--- src/rtl/ysyx_22041207_mdu_if.sv ---
// Request/response bundle between the EX stage and ysyx_22041207_mdu.
//
// Handshake: a request transfers on a rising edge where in_valid && in_ready
// && !flush; a result transfers on a rising edge where out_valid && out_ready.
// The producer holds op/word/src1/src2 stable only up to the accepting edge.
// The unit holds result stable for as long as out_valid is high. flush cancels
// whatever is in flight at the next edge, and no transfer happens on that edge.
interface ysyx_22041207_mdu_if #(
  parameter int XLEN = 64
);
  logic            flush;
  logic            in_valid;
  logic            in_ready;
  logic [2:0]      op;
  logic            word;
  logic [XLEN-1:0] src1;
  logic [XLEN-1:0] src2;
  logic            out_valid;
  logic            out_ready;
  logic [XLEN-1:0] result;
  logic            busy;
  logic [1:0]      dbg_state;

  modport master (
    output flush, in_valid, op, word, src1, src2, out_ready,
    input  in_ready, out_valid, result, busy, dbg_state
  );

  modport slave (
    input  flush, in_valid, op, word, src1, src2, out_ready,
    output in_ready, out_valid, result, busy, dbg_state
  );
endinterface

--- src/rtl/ysyx_22041207_mdu.sv ---
// Iterative RV64M multiply/divide unit (one bit per cycle).
// Multiply: shift-add over a 2*XLEN accumulator. Divide: restoring shift-subtract.
// Operands are stored as magnitudes. Sign correction and result selection
// happen on a single fix-up edge.
// Optional build macro YSYX_22041207_MDU_ZERO_SKIP_EN: a multiply with a zero
// effective operand completes on the accepting edge. Results are unchanged.
module ysyx_22041207_mdu #(
  parameter int XLEN  = 64,
  parameter int CNT_W = 7
) (
  input logic                clk,
  input logic                rst,
  ysyx_22041207_mdu_if.slave bus
);

  typedef enum logic [1:0] {
    S_IDLE = 2'd0,
    S_CALC = 2'd1,
    S_DONE = 2'd2
  } state_t;

  function automatic logic [XLEN-1:0] sext32(input logic [31:0] v);
    return XLEN'($signed(v));
  endfunction

  state_t state, state_nxt;

  // accept-time decode
  logic              w_in, sgn1_in, sgn2_in, neg1, neg2;
  logic [XLEN-1:0]   a_eff, b_eff, abs1, abs2, min_eff, mq_base, short_res;
  logic              div_zero, div_ovf, mul_zero, shortcut, accept;
  logic [5:0]        sh_amt;
  logic [CNT_W-1:0]  n_in;

  // iteration state
  logic [2:0]        op_q;
  logic              w_q, neg_p_q, neg_r_q;
  logic [CNT_W-1:0]  n_q, cnt;
  logic [XLEN-1:0]   mq, dvs, rem, result_q;
  logic [2*XLEN-1:0] prod;

  // per-cycle datapath values
  logic [2*XLEN-1:0] mul_step, prod_s;
  logic [XLEN:0]     rem_sh;
  logic              rem_ge;
  logic [XLEN-1:0]   rem_step, mq_step, q_s, r_s, low_res, final_res;

  assign accept = (state == S_IDLE) && bus.in_valid && !bus.flush;

  // Operand decode: effective width, signedness, magnitudes, shortcut cases
  always_comb begin
    w_in     = (XLEN == 64) && bus.word && ((bus.op == 3'd0) || bus.op[2]);
    sgn1_in  = (bus.op != 3'd3) && !(bus.op[2] && bus.op[0]);
    sgn2_in  = (bus.op == 3'd0) || (bus.op == 3'd1) || (bus.op[2] && !bus.op[0]);
    a_eff    = w_in ? sext32(bus.src1[31:0]) : bus.src1;
    b_eff    = w_in ? sext32(bus.src2[31:0]) : bus.src2;
    neg1     = sgn1_in && a_eff[XLEN-1];
    neg2     = sgn2_in && b_eff[XLEN-1];
    abs1     = neg1 ? -a_eff : a_eff;
    abs2     = neg2 ? -b_eff : b_eff;
    // W magnitudes live in the low 32 bits (the most negative value included)
    if (w_in) begin
      abs1 = XLEN'(abs1[31:0]);
      abs2 = XLEN'(abs2[31:0]);
    end
    min_eff  = w_in ? sext32(32'h8000_0000) : {1'b1, {(XLEN-1){1'b0}}};
    div_zero = bus.op[2] && (b_eff == '0);
    div_ovf  = bus.op[2] && !bus.op[0] && (a_eff == min_eff) && (b_eff == '1);
`ifdef YSYX_22041207_MDU_ZERO_SKIP_EN
    mul_zero = !bus.op[2] && ((a_eff == '0) || (b_eff == '0));
`else
    mul_zero = 1'b0;
`endif
    shortcut  = div_zero || div_ovf || mul_zero;
    short_res = '0;
    if (div_zero)     short_res = bus.op[1] ? a_eff : '1;
    else if (div_ovf) short_res = bus.op[1] ? '0 : a_eff;
    n_in    = w_in ? CNT_W'(32) : CNT_W'(XLEN);
    // Left-align the scanned operand so its MSB is always at XLEN-1
    sh_amt  = w_in ? 6'd32 : 6'd0;
    mq_base = (bus.op[2] ? abs1 : abs2) << sh_amt;
  end

  // One multiply/divide step, plus the sign fix-up and result select
  always_comb begin
    mul_step  = {prod[2*XLEN-2:0], 1'b0} +
                (mq[XLEN-1] ? {{XLEN{1'b0}}, dvs} : {(2*XLEN){1'b0}});
    rem_sh    = {rem, mq[XLEN-1]};
    rem_ge    = rem_sh >= {1'b0, dvs};
    rem_step  = rem_ge ? XLEN'(rem_sh - {1'b0, dvs}) : rem_sh[XLEN-1:0];
    mq_step   = {mq[XLEN-2:0], op_q[2] && rem_ge};
    prod_s    = neg_p_q ? -prod : prod;
    q_s       = neg_p_q ? -mq : mq;
    r_s       = neg_r_q ? -rem : rem;
    low_res   = !op_q[2] ? prod_s[XLEN-1:0] : (op_q[1] ? r_s : q_s);
    final_res = (!op_q[2] && (op_q != 3'd0)) ? prod_s[2*XLEN-1:XLEN]
              : (w_q ? sext32(low_res[31:0]) : low_res);
  end

  // State register
  always_ff @(posedge clk) begin
    if (rst) state <= S_IDLE;
    else     state <= state_nxt;
  end

  // Next-state logic
  always_comb begin
    state_nxt = state;
    case (state)
      S_IDLE: if (accept) state_nxt = shortcut ? S_DONE : S_CALC;
      S_CALC: if (bus.flush) state_nxt = S_IDLE;
              else if (cnt == n_q) state_nxt = S_DONE;
      S_DONE: if (bus.flush || bus.out_ready) state_nxt = S_IDLE;
      default: state_nxt = S_IDLE;
    endcase
  end

  // Handshake and status outputs, decoded from state
  always_comb begin
    bus.in_ready  = (state == S_IDLE);
    bus.out_valid = (state == S_DONE);
    bus.busy      = (state == S_CALC) || (state == S_DONE);
    bus.result    = result_q;
    bus.dbg_state = state;
  end

  // Datapath: latch on accept, iterate in CALC, write the result on fix-up
  always_ff @(posedge clk) begin
    if (rst) begin
      op_q     <= '0;
      w_q      <= 1'b0;
      neg_p_q  <= 1'b0;
      neg_r_q  <= 1'b0;
      n_q      <= '0;
      cnt      <= '0;
      prod     <= '0;
      rem      <= '0;
      mq       <= '0;
      dvs      <= '0;
      result_q <= '0;
    end else if (accept) begin
      op_q    <= bus.op;
      w_q     <= w_in;
      neg_p_q <= neg1 ^ neg2;
      neg_r_q <= neg1;
      n_q     <= n_in;
      cnt     <= '0;
      prod    <= '0;
      rem     <= '0;
      mq      <= mq_base;
      dvs     <= bus.op[2] ? abs2 : abs1;
      if (shortcut) result_q <= short_res;
    end else if ((state == S_CALC) && !bus.flush) begin
      if (cnt != n_q) begin
        prod <= mul_step;
        rem  <= rem_step;
        mq   <= mq_step;
        cnt  <= cnt + CNT_W'(1);
      end else begin
        result_q <= final_res;
      end
    end
  end

endmodule

--- src/flat_wrapper.sv ---
// flat-port wrapper written by rule: the top's interface ports become plain ports
module ysyx_22041207_mdu_flat 
#(
  parameter int XLEN  = 64,
  parameter int CNT_W = 7
)
  (clk, rst, bus_flush, bus_in_valid, bus_op, bus_word, bus_src1, bus_src2, bus_out_ready, bus_in_ready, bus_out_valid, bus_result, bus_busy, bus_dbg_state);
  ysyx_22041207_mdu_if #(.XLEN(XLEN)) bus_i ();
  input logic clk;
  input logic rst;
  input wire logic [$bits(bus_i.flush)-1:0] bus_flush;
  input wire logic [$bits(bus_i.in_valid)-1:0] bus_in_valid;
  input wire logic [$bits(bus_i.op)-1:0] bus_op;
  input wire logic [$bits(bus_i.word)-1:0] bus_word;
  input wire logic [$bits(bus_i.src1)-1:0] bus_src1;
  input wire logic [$bits(bus_i.src2)-1:0] bus_src2;
  input wire logic [$bits(bus_i.out_ready)-1:0] bus_out_ready;
  output wire logic [$bits(bus_i.in_ready)-1:0] bus_in_ready;
  output wire logic [$bits(bus_i.out_valid)-1:0] bus_out_valid;
  output wire logic [$bits(bus_i.result)-1:0] bus_result;
  output wire logic [$bits(bus_i.busy)-1:0] bus_busy;
  output wire logic [$bits(bus_i.dbg_state)-1:0] bus_dbg_state;
  assign bus_i.flush = bus_flush;
  assign bus_i.in_valid = bus_in_valid;
  assign bus_i.op = bus_op;
  assign bus_i.word = bus_word;
  assign bus_i.src1 = bus_src1;
  assign bus_i.src2 = bus_src2;
  assign bus_i.out_ready = bus_out_ready;
  assign bus_in_ready = bus_i.in_ready;
  assign bus_out_valid = bus_i.out_valid;
  assign bus_result = bus_i.result;
  assign bus_busy = bus_i.busy;
  assign bus_dbg_state = bus_i.dbg_state;
  ysyx_22041207_mdu #(.XLEN(XLEN), .CNT_W(CNT_W)) u_core (.clk(clk), .rst(rst), .bus(bus_i));
endmodule
--- config.mk ---
export PLATFORM = sky130hd
export DESIGN_NAME = ysyx_22041207_mdu_flat
export DESIGN_NICKNAME = d
export VERILOG_FILES = /design/src/rtl/ysyx_22041207_mdu_if.sv /design/src/rtl/ysyx_22041207_mdu.sv /design/src/flat_wrapper.sv
export SDC_FILE = /design/constraint.sdc
export NUM_CORES = 2
export LEC_CHECK = 0
export BUFFER_PORTS_ARGS = -buffer_cell sky130_fd_sc_hd__buf_2
export CAP_MARGIN = 30
export CELL_PAD_IN_SITES_DETAIL_PLACEMENT = 1
export CELL_PAD_IN_SITES_GLOBAL_PLACEMENT = 1
export CORE_MARGIN = 4
export CORE_UTILIZATION = 45
export DETAILED_ROUTE_END_ITERATION = 10
export PLACE_DENSITY_LB_ADDON = 0.1
export REMOVE_ABC_BUFFERS = 1
export SYNTH_ARGS = -nofsm -noshare
export SYNTH_HDL_FRONTEND = slang
export SYNTH_SLANG_ARGS = --single-unit
--- constraint.sdc ---
create_clock -name clk -period 5.8 [get_ports clk]
set_clock_uncertainty 0.05 [all_clocks]
set_input_delay 1.74 -clock clk [delete_from_list [all_inputs] [get_ports clk]]
set_output_delay 1.74 -clock clk [all_outputs]
set_load 0.03 [all_outputs]
[After elaboration in Yosys (flattened, before gate mapping)]
Cells that the tools add are included.
Word-level totals
  register bits: 406
  output and inout bits: 69
  logic and storage cells: 108
Operators by class
  equality and inequality tests: 13
  order comparisons: 1
  bitwise gates (word level): 1
  mux-type cells: 37
  reduce and logical (&&, ||, !) cells: 35
  shift operators: 1
  add/subtract/negate cells: 8
Operators with widths (count)
  $mux 64: 27
  $neg 64->64: 4
  $add 128x128->128: 1
  $mux 128: 1
  $neg 128->128: 1
  $ge 65x64->1: 1
  $eq 64x64->1: 1
  $eq 64x64->1 const B: 1
  $logic_not 64->1: 1
  $shl 64x6->64: 1
  $sub 64x64->64: 1
  $mux 63: 1
  $logic_and 1x1->1: 14
  $mux 2: 5
  $ne 2x1->1 const B: 4
  $add 7x1->7 const B: 1
  $eq 7x7->1: 1
  $mux 7: 1
  $ne 7x7->1: 1
  $logic_or 1x1->1: 6
  $mux 6: 1
  $ne 3x2->1 const B: 2
  $pmux 2 s3: 1
  $reduce_and 3->1: 2
  11 further kinds: 16

[Logic depth before layout (Yosys ltp)]
  depth in word-level cells: 11
  mapped depth: 19
  mapped depth without buffers: 15

[Least setup slack after synthesis]
OpenSTA, ideal clock, no wires.
  path type: input port to flip-flop
  start point: in bus_op[0]
  end point: reg u_core.result_q[30], in the netlist u_core.bus.result[30]
  arrival: 4.997 ns
  slack: 0.635 ns
  stages: 11
  cells stage by stage: clkbuf_1 -> o21bai_1 -> a2111oi_0 -> a31oi_1 -> nor4_1 -> and3_1 -> nor3_1 -> a211oi_1 -> clkbuf_1 -> o21ai_0 -> o221a_2
Between the ends
  cells in the longest elaborated chain, start to end: 11
  elaborated cells on any way between the ends: 21
  those cells by class: eq/ne: 3; mux: 7; reduce/logical: 11
RTL lines
  start, declared: line flat_wrapper.sv:13  | input wire logic [$bits(bus_i.op)-1:0] bus_op;
  $logic_not 3->1: line ysyx_22041207_mdu.sv:52  | w_in = (XLEN == 64) && bus.word && ((bus.op == 3'd0) || bus.op[2]);
  $logic_or 1x1->1: line ysyx_22041207_mdu.sv:52
  $logic_and 1x1->1: line ysyx_22041207_mdu.sv:52
  $mux 64 / $mux 63 (equally long branches): line ysyx_22041207_mdu.sv:55, ysyx_22041207_mdu.sv:66
  $eq 64x64->1: line ysyx_22041207_mdu.sv:68  | div_ovf = bus.op[2] && !bus.op[0] && (a_eff == min_eff) && (b_eff == '1);
  $logic_and 1x1->1 (2 in series): line ysyx_22041207_mdu.sv:68
  $mux 64: line ysyx_22041207_mdu.sv:77  | else if (div_ovf) short_res = bus.op[1] ? '0 : a_eff;
  $mux 64: line ysyx_22041207_mdu.sv:76  | if (div_zero) short_res = bus.op[1] ? a_eff : '1;
  $mux 64: line ysyx_22041207_mdu.sv:152  | if (shortcut) result_q <= short_res;
  $mux 64: line ysyx_22041207_mdu.sv:141  | end else if (accept) begin
  end signal, assigned: line ysyx_22041207_mdu.sv:152
  end signal, assigned: line ysyx_22041207_mdu.sv:160  | result_q <= final_res;
  end, declared: line ysyx_22041207_mdu.sv:39  | logic [XLEN-1:0] mq, dvs, rem, result_q;
Parallel ways exist; a longest one is shown, timed or not. The select of a mux whose other input is x is not followed.
A chain may end at the register's enable or synchronous reset.

[Worst setup path in the final report]
  start point: in bus_src1[16]
  end point: reg u_core.result_q[38], in the netlist u_core.bus.result[38]
Between the ends
  cells in the longest elaborated chain, start to end: 8
  elaborated cells on any way between the ends: 11
  those cells by class: eq/ne: 2; mux: 5; reduce/logical: 4
RTL lines
  start, declared: line flat_wrapper.sv:15  | input wire logic [$bits(bus_i.src1)-1:0] bus_src1;
  $mux 64 *: line ysyx_22041207_mdu.sv:55  | a_eff = w_in ? sext32(bus.src1[31:0]) : bus.src1;
  $eq 64x64->1 *: line ysyx_22041207_mdu.sv:68
  $logic_and 1x1->1 * (2 in series): line ysyx_22041207_mdu.sv:68
  $mux 64: line ysyx_22041207_mdu.sv:77
  $mux 64: line ysyx_22041207_mdu.sv:76
  $mux 64: line ysyx_22041207_mdu.sv:152
  $mux 64: line ysyx_22041207_mdu.sv:141
Every way passes the cells marked *; elsewhere a longest branch is shown, timed or not. The select of a mux whose other input is x is not followed.

==> flow_summary.yaml <==
status:
  status: "complete, no violations"
critical_path:
  cp.arrival_ps: 5600
  end_kind: "register"
  worstPathMaxFanout: 13
  required_ps: 6270
  start_kind: "input port"
  crit_type: "in -> reg"
worst_hold_path:
  hp-class: "reg -> reg"
yosys:
  synth_edf_count: 0
  synth_cells: 5479
  ys_warn_count: 0
  ys_ff_latch: 400
  async_reset_ff_share_pct: 0
  yosysTopAreaCellShare_pct: 21.2
  yosys-top-cells-count: "nand2_1, a21oi_1, nor2_1, o21ai_0, dfxtp_1"
  yosysSeqAreaShare_pct: 21.2
  mappedNetlistArea_mm2: 0.0379
  synth_cell_types: 87
  yosysMostFrequentCell: "nand2_1"
  yosys.area.top_type: "dfxtp_1"
  synth_area_per_cell_um2: 6.91
  synth_ff_type: "dfxtp_1"
  yosys-top-cells-area: "dfxtp_1, a21oi_1, nand2_1, o21ai_0, xor2_1"
sta:
  hold_viol: 0
  fin_crit_sh_pct: 88.5
  setup_viol: 0
  slew_headroom_pct: 22.4
  max_freq_mhz: 195
  drv_slew: 0
  worstMarginPinSlew_ps: 1150
  period_minus_slack_ps: 5130
  hold_ws_ps: 403
  rsz0062_at_grt: "false"
finish:
  area_growth_pct: 11.6
  final_nets: 5790
  instances_no_fill: 6638
  fillers: 10800
  drive_above_1_share_pct: 10.2
power:
  leakagePower_nw: 17.0
  ir_drop_mv: 0.205
  p_total_mw: 10.6
  powerDensity_mw_per_mm2: 251
die:
  rows: 106
  fp.dieH_um: 298
  die_w_um: 298
  boundaryPins: 206
  start_util_pct: 45.3
  fp.coreArea_mm2: 0.0836
  dieArea_mm2: 0.0888
clock_tree:
  root_buffer: "clkbuf_16"
  clock_insertion_delay_worst_skew_ps: 650
  clock_path_buffers: 3
  cts.sinks: 400
  cts_resized: 0
  htree_levels: 2
  ctsHoldBuffers: 0
  cts_buffers: 55
  cts.clk_slew.worst_paths_ps: 60
  cts_setup_buffers: 0
  cts_tree: "yes"
route:
  final_antenna_net_count: 0
  totalWireLength_mm: 199
  dr.first_iter.drc_count: 5231
  drc: 0
  viasPerCell: 6.83
  detail_route.wl_per_cell_um: 30.0
  dr_total_vias: 45300
  first_pass_iters: 9
place:
  port_buffers: 205
  dpl.hpwl_mm: 155
  dp.cells: 6535
  globalplace.congestion: 1.04
run:
  maxCapViolations: 0
global_route:
  track_usage_pct: 42.4
  grt_max_degree: 141
  antenna_found_initial: 8
  grt_pass1_vias: 43000
  globalRouteOverflowTotal: 0
  grt_first_pass_wirelength_mm: 288
[stage by stage]
stage	TNS, ps	utilization, %	instance area (µm²)	setup WS, ps
after floorplan	-1319620	-	36300	-8170
after global placement	0	48.3	40300	116
after detailed placement	0	48.3	40400	66.0
after CTS	0	50.5	42200	726
after global routing	0	50.5	42200	524
final	0	50.6	42200	666
[power breakdown]
| group | leakage (nW) | internal (mW) | switching (mW) |
|---|---|---|---|
| registers | 3.25 | 2.90 | 0.197 |
| logic | 12.8 | 1.16 | 2.66 |
| clock network | 0.924 | 2.16 | 1.52 |
| total | 17.0 | 6.21 | 4.38 |
[per-layer routing]
layer  GRT usage (%)  wire (µm)
met4            22.5      12800
met1            57.4      82700
met3            10.2      21400
met2            62.2      81900
met5               0         60
[area by class of cell]
class                           instances  area [µm²]  share of cell area, %
Inverter                              150         563                   1.33
Clock buffer                           76        1580                   3.73
Multi-Input combinational cell       4519       27900                   65.9
Clock inverter                         24         303                  0.717
Antenna cell                            3        7.51                 0.0178
Sequential cell                       400        8020                   19.0
Tap cell                             1080        1350                   3.20
Timing Repair Buffer                  386        2580                   6.10
[worst max-delay path: stages]
cell and delay (ps):
buf_2 100, or4_1 600, or3_1 390, or4b_1 670
or3b_2 550, or3b_1 460, a21o_1 210, a21oi_2 190
buf_12 170, buf_4 220, o211ai_1 120, o211a_1 180
[kinds of logic (layout without fill, tap and decap cells)]
kind of cell / count (synthesis) / in the layout / synth area share [%]
AO/OA/AOI/OAI: 1836 / 1836 / 30.4
XOR/XNOR: 511 / 511 / 11.8
adder cells (fa/ha/maj): 141 / 141 / 4.70
buffers and inverters: 560 / 636 / 5.64
flip-flops: 400 / 400 / 21.2
multiplexers: 72 / 72 / 1.96
other: 0 / 3 / 0
AND/OR/NAND/NOR: 1959 / 1959 / 24.3
[state kept, by name, indices dropped and copies added, names as in the netlist]
register              cells
u_core.bus.dbg_state      2
u_core.bus.result        64
u_core.cnt                7
u_core.dvs               64
u_core.mq                64
u_core.n_q                2
u_core.neg_p_q            1
u_core.neg_r_q            1
u_core.op_q               3
u_core.prod             128
u_core.rem               64
[layout by cell type (no fill, tap or decap), types with 30 or more instances in the layout]
cell type,n
o22ai_1,44
o41ai_1,64
a31oi_1,50
buf_2,203
nand3_1,135
xnor2_1,250
o21ai_0,478
mux2i_1,65
clkbuf_16,56
a21oi_1,571
nand2_1,656
inv_1,147
ha_1,139
nor4_1,64
o211ai_1,54
a221oi_1,30
nor2_1,510
a211oi_1,71
and3_1,50
dfxtp_1,396
nor3_1,134
or3_1,82
o21bai_1,33
xor2_1,261
or4_1,64
buf_4,167
o31ai_1,98
a21o_1,73
nand4_1,97
[final timing paths]
kind	start	end	slack, ps	cells past startpoint
setup / recovery	bus_src1[16]	u_core.bus.result[38]	670	12
hold / removal	u_core.dvs[7]	u_core.dvs[7]	400	2
setup reg to reg	u_core.mq[63]	u_core.prod[70]	720	16
hold reg to reg	u_core.dvs[7]	u_core.dvs[7]	400	2
(Power assumes the default switching activity.)
